## config.mk

```make
export PLATFORM = sky130hd
export DESIGN_NAME = instruction_fetcher
export DESIGN_NICKNAME = d
export VERILOG_FILES = /design/src/rtl/instruction_fetcher.sv
export SDC_FILE = /design/constraint.sdc
export NUM_CORES = 1
export LEC_CHECK = 0
export ABC_AREA = 0
export CORE_MARGIN = 2
export CORE_UTILIZATION = 35
export DETAILED_ROUTE_END_ITERATION = 7
export PLACE_DENSITY_LB_ADDON = 0.1
export SLEW_MARGIN = 30
export SYNTH_ARGS = -nofsm -noshare
export SYNTH_HDL_FRONTEND = slang
export SYNTH_SLANG_ARGS = --single-unit
```

## constraint.sdc

```tcl
create_clock -name clk -period 4.9 [get_ports clk]
set_input_delay 0.98 -clock clk [delete_from_list [all_inputs] [get_ports clk]]
set_output_delay 0.98 -clock clk [all_outputs]
set_load 0.05 [all_outputs]
```

## src/rtl/instruction_fetcher.sv

```systemverilog
// Fetch stage: owns the PC, issues icache requests, predicts the next PC with a 2-bit BHT and
// hands {inst, pc, predict_pc} to the decoder through a one-entry output buffer.
module instruction_fetcher #(
  parameter int unsigned BHT_INDEX_WIDTH = 8,
  parameter logic [31:0] RESET_PC        = 32'h0
) (
  input  logic        clk,
  input  logic        rst,
  input  logic        rollback_in,
  input  logic [31:0] rollback_pc_in,
  input  logic        commit_branch_in,
  input  logic        commit_taken_in,
  input  logic [31:0] commit_pc_in,
  output logic        ic_req_out,
  output logic [31:0] ic_addr_out,
  input  logic        ic_valid_in,
  input  logic [31:0] ic_inst_in,
  input  logic        dec_stall_in,
  output logic        dec_valid_out,
  output logic [31:0] dec_inst_out,
  output logic [31:0] dec_pc_out,
  output logic [31:0] dec_predict_pc_out
);

  localparam int         BhtDepth = 1 << BHT_INDEX_WIDTH;
  localparam logic [6:0] OpJal    = 7'b1101111;
  localparam logic [6:0] OpBranch = 7'b1100011;

  typedef enum logic [1:0] {StIdle, StWait, StFlush} state_e;

  state_e      r_state, w_state_next;
  logic [31:0] r_pc, w_pc_next;
  logic        r_ic_req, w_ic_req_next;
  logic [31:0] r_ic_addr, w_ic_addr_next;
  logic        r_dec_valid, w_dec_valid_next;
  logic [31:0] r_dec_inst, w_dec_inst_next;
  logic [31:0] r_dec_pc, w_dec_pc_next;
  logic [31:0] r_dec_pred, w_dec_pred_next;

  logic [1:0]  r_bht [BhtDepth];

  logic [BHT_INDEX_WIDTH-1:0] w_fetch_idx;
  logic [BHT_INDEX_WIDTH-1:0] w_commit_idx;
  logic [1:0]  w_commit_ctr;
  logic [1:0]  w_commit_ctr_next;
  logic [6:0]  w_opcode;
  logic [31:0] w_imm_j;
  logic [31:0] w_imm_b;
  logic [31:0] w_pc_plus4;
  logic [31:0] w_npc;
  logic        w_consume;
  logic        w_unused;

  assign w_fetch_idx  = r_pc[BHT_INDEX_WIDTH+1:2];
  assign w_commit_idx = commit_pc_in[BHT_INDEX_WIDTH+1:2];
  assign w_unused     = ^{commit_pc_in[31:BHT_INDEX_WIDTH+2], commit_pc_in[1:0]};

  // Next-PC prediction for the word arriving from the icache; r_pc is its fetch address.
  assign w_opcode   = ic_inst_in[6:0];
  assign w_imm_j    = {{12{ic_inst_in[31]}}, ic_inst_in[19:12], ic_inst_in[20],
                       ic_inst_in[30:21], 1'b0};
  assign w_imm_b    = {{20{ic_inst_in[31]}}, ic_inst_in[7], ic_inst_in[30:25],
                       ic_inst_in[11:8], 1'b0};
  assign w_pc_plus4 = r_pc + 32'd4;

  always_comb begin
    w_npc = w_pc_plus4;
    case (w_opcode)
      OpJal:    w_npc = r_pc + w_imm_j;
      OpBranch: w_npc = r_bht[w_fetch_idx][1] ? (r_pc + w_imm_b) : w_pc_plus4;
      default:  w_npc = w_pc_plus4;
    endcase
  end

  // Saturating 2-bit counter update for the committed branch.
  always_comb begin
    w_commit_ctr      = r_bht[w_commit_idx];
    w_commit_ctr_next = w_commit_ctr;
    if (commit_taken_in) begin
      if (w_commit_ctr != 2'b11) w_commit_ctr_next = w_commit_ctr + 2'd1;
    end else begin
      if (w_commit_ctr != 2'b00) w_commit_ctr_next = w_commit_ctr - 2'd1;
    end
  end

  always_ff @(posedge clk) begin
    if (rst) begin
      for (int i = 0; i < BhtDepth; i++) r_bht[i] <= 2'b01;
    end else if (commit_branch_in) begin
      r_bht[w_commit_idx] <= w_commit_ctr_next;
    end
  end

  always_comb begin
    w_state_next     = r_state;
    w_pc_next        = r_pc;
    w_ic_req_next    = r_ic_req;
    w_ic_addr_next   = r_ic_addr;
    w_dec_valid_next = r_dec_valid;
    w_dec_inst_next  = r_dec_inst;
    w_dec_pc_next    = r_dec_pc;
    w_dec_pred_next  = r_dec_pred;

    w_consume = r_dec_valid && !dec_stall_in;
    if (w_consume) w_dec_valid_next = 1'b0;

    case (r_state)
      StIdle: begin
        if (!r_dec_valid || w_consume) begin
          w_ic_req_next  = 1'b1;
          w_ic_addr_next = r_pc;
          w_state_next   = StWait;
        end
      end
      StWait: begin
        if (ic_valid_in) begin
          w_dec_valid_next = 1'b1;
          w_dec_inst_next  = ic_inst_in;
          w_dec_pc_next    = r_pc;
          w_dec_pred_next  = w_npc;
          w_pc_next        = w_npc;
          w_ic_req_next    = 1'b0;
          w_state_next     = StIdle;
        end
      end
      StFlush: begin
        if (ic_valid_in) w_state_next = StIdle;
      end
      default: w_state_next = StIdle;
    endcase

    // Rollback wins over everything but reset; an outstanding request must still drain.
    if (rollback_in) begin
      w_pc_next        = rollback_pc_in;
      w_dec_valid_next = 1'b0;
      w_ic_req_next    = 1'b0;
      w_ic_addr_next   = r_ic_addr;
      w_dec_inst_next  = r_dec_inst;
      w_dec_pc_next    = r_dec_pc;
      w_dec_pred_next  = r_dec_pred;
      w_state_next     = ((r_state != StIdle) && !ic_valid_in) ? StFlush : StIdle;
    end
  end

  always_ff @(posedge clk) begin
    if (rst) begin
      r_state     <= StIdle;
      r_pc        <= RESET_PC;
      r_ic_req    <= 1'b0;
      r_ic_addr   <= 32'h0;
      r_dec_valid <= 1'b0;
      r_dec_inst  <= 32'h0;
      r_dec_pc    <= 32'h0;
      r_dec_pred  <= 32'h0;
    end else begin
      r_state     <= w_state_next;
      r_pc        <= w_pc_next;
      r_ic_req    <= w_ic_req_next;
      r_ic_addr   <= w_ic_addr_next;
      r_dec_valid <= w_dec_valid_next;
      r_dec_inst  <= w_dec_inst_next;
      r_dec_pc    <= w_dec_pc_next;
      r_dec_pred  <= w_dec_pred_next;
    end
  end

  assign ic_req_out         = r_ic_req;
  assign ic_addr_out        = r_ic_addr;
  assign dec_valid_out      = r_dec_valid;
  assign dec_inst_out       = r_dec_inst;
  assign dec_pc_out         = r_dec_pc;
  assign dec_predict_pc_out = r_dec_pred;

endmodule

```

## Word-level counts from Yosys, hierarchy flattened

Memories as Yosys holds them, arrays and structs flattened. A register that Yosys moved wholly into a read port is not among the register bits.
Index checks and enable logic that the tools add are counted.
Widths: inputs -> output; s select.

- Register bits: 164
- RAM bits: 512
- Input bits: 103
- Output and inout port bits: 130
- Logic and storage cells: 73
- Memories kept: 1

- $add $sub $neg: 5
- Equal/unequal tests: 9
- Mux-type cells: 29
- Bitwise logic cells: 1
- Reductions and logical operators: 20

Memories:

| name | words | width | read ports | clocked after Yosys merged registers in | wr ports | line | RTL |
|---|---|---|---|---|---|---|---|
| r_bht | 256 | 2 | 2 | 1 | 256 | 40 | `logic [1:0] r_bht [BhtDepth];` |

Operators by type and width:

| kind | number |
|---|---|
| $mux 32 | 4 |
| $add 32x32->32 | 2 |
| $pmux 32 s2 | 1 |
| $add 32x3->32 const B | 1 |
| $mux 8 | 3 |
| $mux 2 | 8 |
| $eq 7x7->1 const B | 2 |
| $mux 1 | 11 |
| $reduce_bool 2->1 | 5 |
| $reduce_and 3->1 | 3 |
| $ne 2x2->1 const B | 3 |
| $reduce_or 2->1 | 3 |
| $pmux 2 s2 | 1 |
| $reduce_and 2->1 | 2 |
| $logic_not 1->1 | 3 |
| $ne 3x1->1 const B | 1 |
| $ne 3x3->1 const B | 1 |
| $add 2x1->2 const B | 1 |
| $eq 2x1->1 const B | 1 |
| $eq 2x2->1 const B | 1 |
| $logic_and 1x1->1 | 2 |
| $logic_not 2->1 | 1 |
| $pmux 1 s2 | 1 |
| $sub 2x1->2 const B | 1 |
| 2 further kinds | 2 |

## Longest topological paths before layout

- Depth in word-level cells: 8
- Gate-level depth with buffers: 16
- Depth with buffers taken out: 12

## Least setup slack after synthesis

Ideal clock, no wire load.

- Path kind: input -> register
- From: input port commit_pc_in[2]
- To: memory r_bht[64][0] (data pin)
- Library setup time: 0.296 ns
- Data arrival time: 3.903 ns
- Required time: 4.604 ns
- Slack: 0.702 ns
- Cell stages on the path: 13
- Path buffers: 6
- Cells stage by stage: buf_2 -> buf_6 -> buf_6 -> buf_2 -> mux4_2 -> mux4_2 -> a22oi_1 -> nand4_1 -> a221oi_2 -> maj3_2 -> buf_4 -> buf_4 -> nand3_1

RTL lines:

| item | line | RTL |
|---|---|---|
| start, declared | 13 | `input logic [31:0] commit_pc_in,` |
| end, declared | 40 |  |

==> flow_metrics.py <==
metrics = {
    "route": {
        "wl_per_cell_um": 28.0,
        "vias_per_cell": 5.98,
        "wl_um": 139000,
        "ant_nets": 0,
        "drc_errors": 0,
        "drtIter0Drc": 3191,
        "dr_total_vias": 29600,
        "drt-pass1-iter-count": 5,
    },
    "setup_path": {
        "startpoint_type": "register",
        "required_ps": 5420,
        "r2r_cells": 13,
        "cp-end-kind": "register",
        "worstSetupPathType": "register to register",
        "endpoint": "r_pc[30]",
        "crit_path_max_fanout": 16,
        "r2r_end": "r_pc[30]",
        "r2r_slack_ps": 610,
        "arrival_ps": 4810,
    },
    "floorplan": {
        "dieArea_um2": 108000,
        "floorplan.rows": 118,
        "core_area_um2": 104000,
        "die_h_um": 328,
        "start_util": 0.354,
        "fp.dieW_um": 328,
        "io_pins": 233,
    },
    "layout": {
        "drive_above_1_share": 0.168,
        "fin_util": 0.422,
        "area_delta_synth_final_pct": 19.2,
        "nNetsFinal": 3660,
        "instances_no_fill": 4949,
    },
    "logic_synthesis": {
        "ys_seq_elements": 683,
        "ys_seq_area_frac": 0.511,
        "async_flop_share": 0,
        "synth_area_um2": 36800,
        "syn_inst": 3344,
        "synth.avg_cell_area_um2": 11.0,
        "synth_edf_count": 512,
        "synthDistinctLibCells": 70,
        "synth_ff_type": "edfxtp_1",
        "synth_warnings": 0,
        "synth_nets": 3495,
    },
    "cts": {
        "cts_resized": 0,
        "hold_buffers": 0,
        "clock_sinks": 683,
        "cts_max_level": 3,
        "clockBufferDepth": 3,
        "post_cts_buffers": 0,
        "clock_latency_ps": 660,
        "tritoncts": "done",
        "cts_buffers": 80,
        "root_buffer": "clkbuf_16",
        "path_clk_slew_ps": 60,
    },
    "timing": {
        "max_slew_margin": 0.334,
        "final.setup.tns_ps": 0,
        "fin_skew_ps": 23.5,
        "worstMarginPinSlew_ps": 997,
        "period_share": 0.876,
        "rsz0062_at_grt": "no",
        "layout_min_cycle_time_ps": 4290,
        "hold_viol": 0,
        "setup_viol": 0,
        "fmax_ghz": 0.233,
        "slew_violations": 0,
    },
    "placed_design": {
        "io_buffers": 208,
        "finalWeightedCongestion": 0.913,
        "dpl.hpwl_um": 95300,
        "dp.cells": 4806,
    },
    "pwr": {
        "p_leak_nw": 13.5,
        "p_per_area_nw_per_um2": 331,
        "vdd_ir_drop_max_uv": 230,
    },
    "global_routing": {
        "overflow": 0,
        "grt.total_usage": 0.255,
        "grt_start_max_net_pins": 197,
        "grt_pass1_vias": 29300,
        "grt_pass1_wl_um": 202000,
        "antenna_found_initial": 1,
    },
    "outcome": {
        "status": "finished clean",
    },
    "hold_path": {
        "hp-class": "register to register",
        "holdPathStages": 2,
    },
    "run": {
        "cap_violations": 0,
    },
}
[state kept, by name, summed over array words and instances, names as in the netlist, named ones only]
register / flops
dec_inst_out: 32
dec_pc_out: 32
dec_predict_pc_out: 31
dec_valid_out: 1
ic_addr_out: 32
ic_req_out: 1
r_bht: 512
r_pc: 32
r_state: 2
[worst max-delay path: stages, from the launching register on]
cell and delay (ps):
dfxtp_4 550, buf_12 250, mux4_2 590, mux4_2 530, mux2i_1 180, o21ai_0 100, nor4_1 510, a21oi_4 150
and2_0 200, buf_4 210, and4_1 170, a211oi_1 410, buf_4 200, nor3_1 40
[power by group]
| part | internal [mW] | switching [mW] |
|---|---|---|
| Sequential | 6.33 | 0.148 |
| Clock | 3.19 | 2.48 |
| Combinational | 0.917 | 1.44 |
[cell usage in the layout (no fill, tap or decap), types with 19 or more instances in the layout]
cell	netlist	routed
a21o_1	30	30
a21oi_1	191	191
a22oi_1	26	26
buf_12	0	46
buf_4	66	198
clkbuf_1	257	19
clkbuf_16	0	82
clkdlybuf4s50_1	0	202
dfxtp_1	171	168
edfxtp_1	512	512
ha_1	46	46
inv_1	22	21
mux2i_1	63	63
mux4_2	212	212
nand2_1	328	328
nand2b_1	25	24
nand3_1	295	295
nand4_1	21	21
nor2_1	171	166
nor2b_1	24	24
nor3_1	272	264
o21ai_0	296	296
xnor2_1	51	51
xor2_1	29	29
[how the worst min path moves through the flow]
stage	start	endpoint	slack, ps
after global routing	dec_inst_out[31]	dec_inst_out[31]	480
after global placement	dec_inst_out[26]	dec_inst_out[26]	450
after detailed placement	ic_addr_out[5]	ic_addr_out[5]	450
after CTS	ic_addr_out[5]	ic_addr_out[5]	460
after floorplan	r_pc[0]	ic_addr_out[0]	440
final	ic_addr_out[5]	ic_addr_out[5]	450
[area by class of cell]
cell class	count	area [µm²]
fill	9770	60000
sequential	683	18800
antenna	1	2.50
clock buffer	106	2190
tap	1380	1730
inverter	22	87.6
timing repair buffer	451	4490
clock inverter	35	239
multi-input combinational	2271	16300
[cells by family (layout without fill, tap and decap cells)]
family / Yosys count / count (layout) / synth area share
other: 0 / 1 / 0
DFF: 683 / 683 / 0.511
buffers and inverters: 390 / 614 / 0.0482
adders and majority gates: 50 / 50 / 0.0174
muxes: 276 / 276 / 0.147
AOI/OAI and AO/OA: 677 / 677 / 0.107
and+or+nand+nor: 1188 / 1188 / 0.150
xor gates and xnor gates: 80 / 80 / 0.0191
[metal layers]
metal / routed length, µm / global-route usage
met5: 0 / 0
met4: 4510 / 0.0823
met3: 10400 / 0.0397
met2: 68400 / 0.435
met1: 55400 / 0.332
[metrics by stage]
step	hold slack, ps	cell area (µm²)	setup slack [ps]	total power, mW
6_report	453	43800	610	14.5
4_1_cts	457	43800	690	14.6
3_3_place_gp	447	41400	19.4	8.91
2_1_floorplan	444	36800	702	7.97
5_1_grt	478	43800	462	15.0
3_5_place_dp	449	41400	50.5	8.93
[cells in the mapped netlist (16+ instances only)]
cell type  count  area share
inv_1         22      0.0022
a21o_1        30      0.0061
mux4_2       212        0.13
xnor2_1       51       0.012
o21ai_0      296       0.040
a31oi_1       16      0.0027
ha_1          46       0.016
clkbuf_1     257       0.026
and3_1        17      0.0029
nand4_1       21      0.0036
nor3_1       272       0.037
nor2b_1       24      0.0041
nand3_1      295       0.040
xor2_1        29      0.0069
buf_4         66       0.013
nor2_1       171       0.017
a21oi_1      191       0.026
nand2_1      328       0.033
mux2i_1       63       0.017
dfxtp_1      171       0.093
nand2b_1      25      0.0043
edfxtp_1     512        0.42
buf_2         28      0.0038
a22oi_1       26      0.0053
a211oi_1      16      0.0033
No activity file was read; power rests on OpenSTA's default activity.
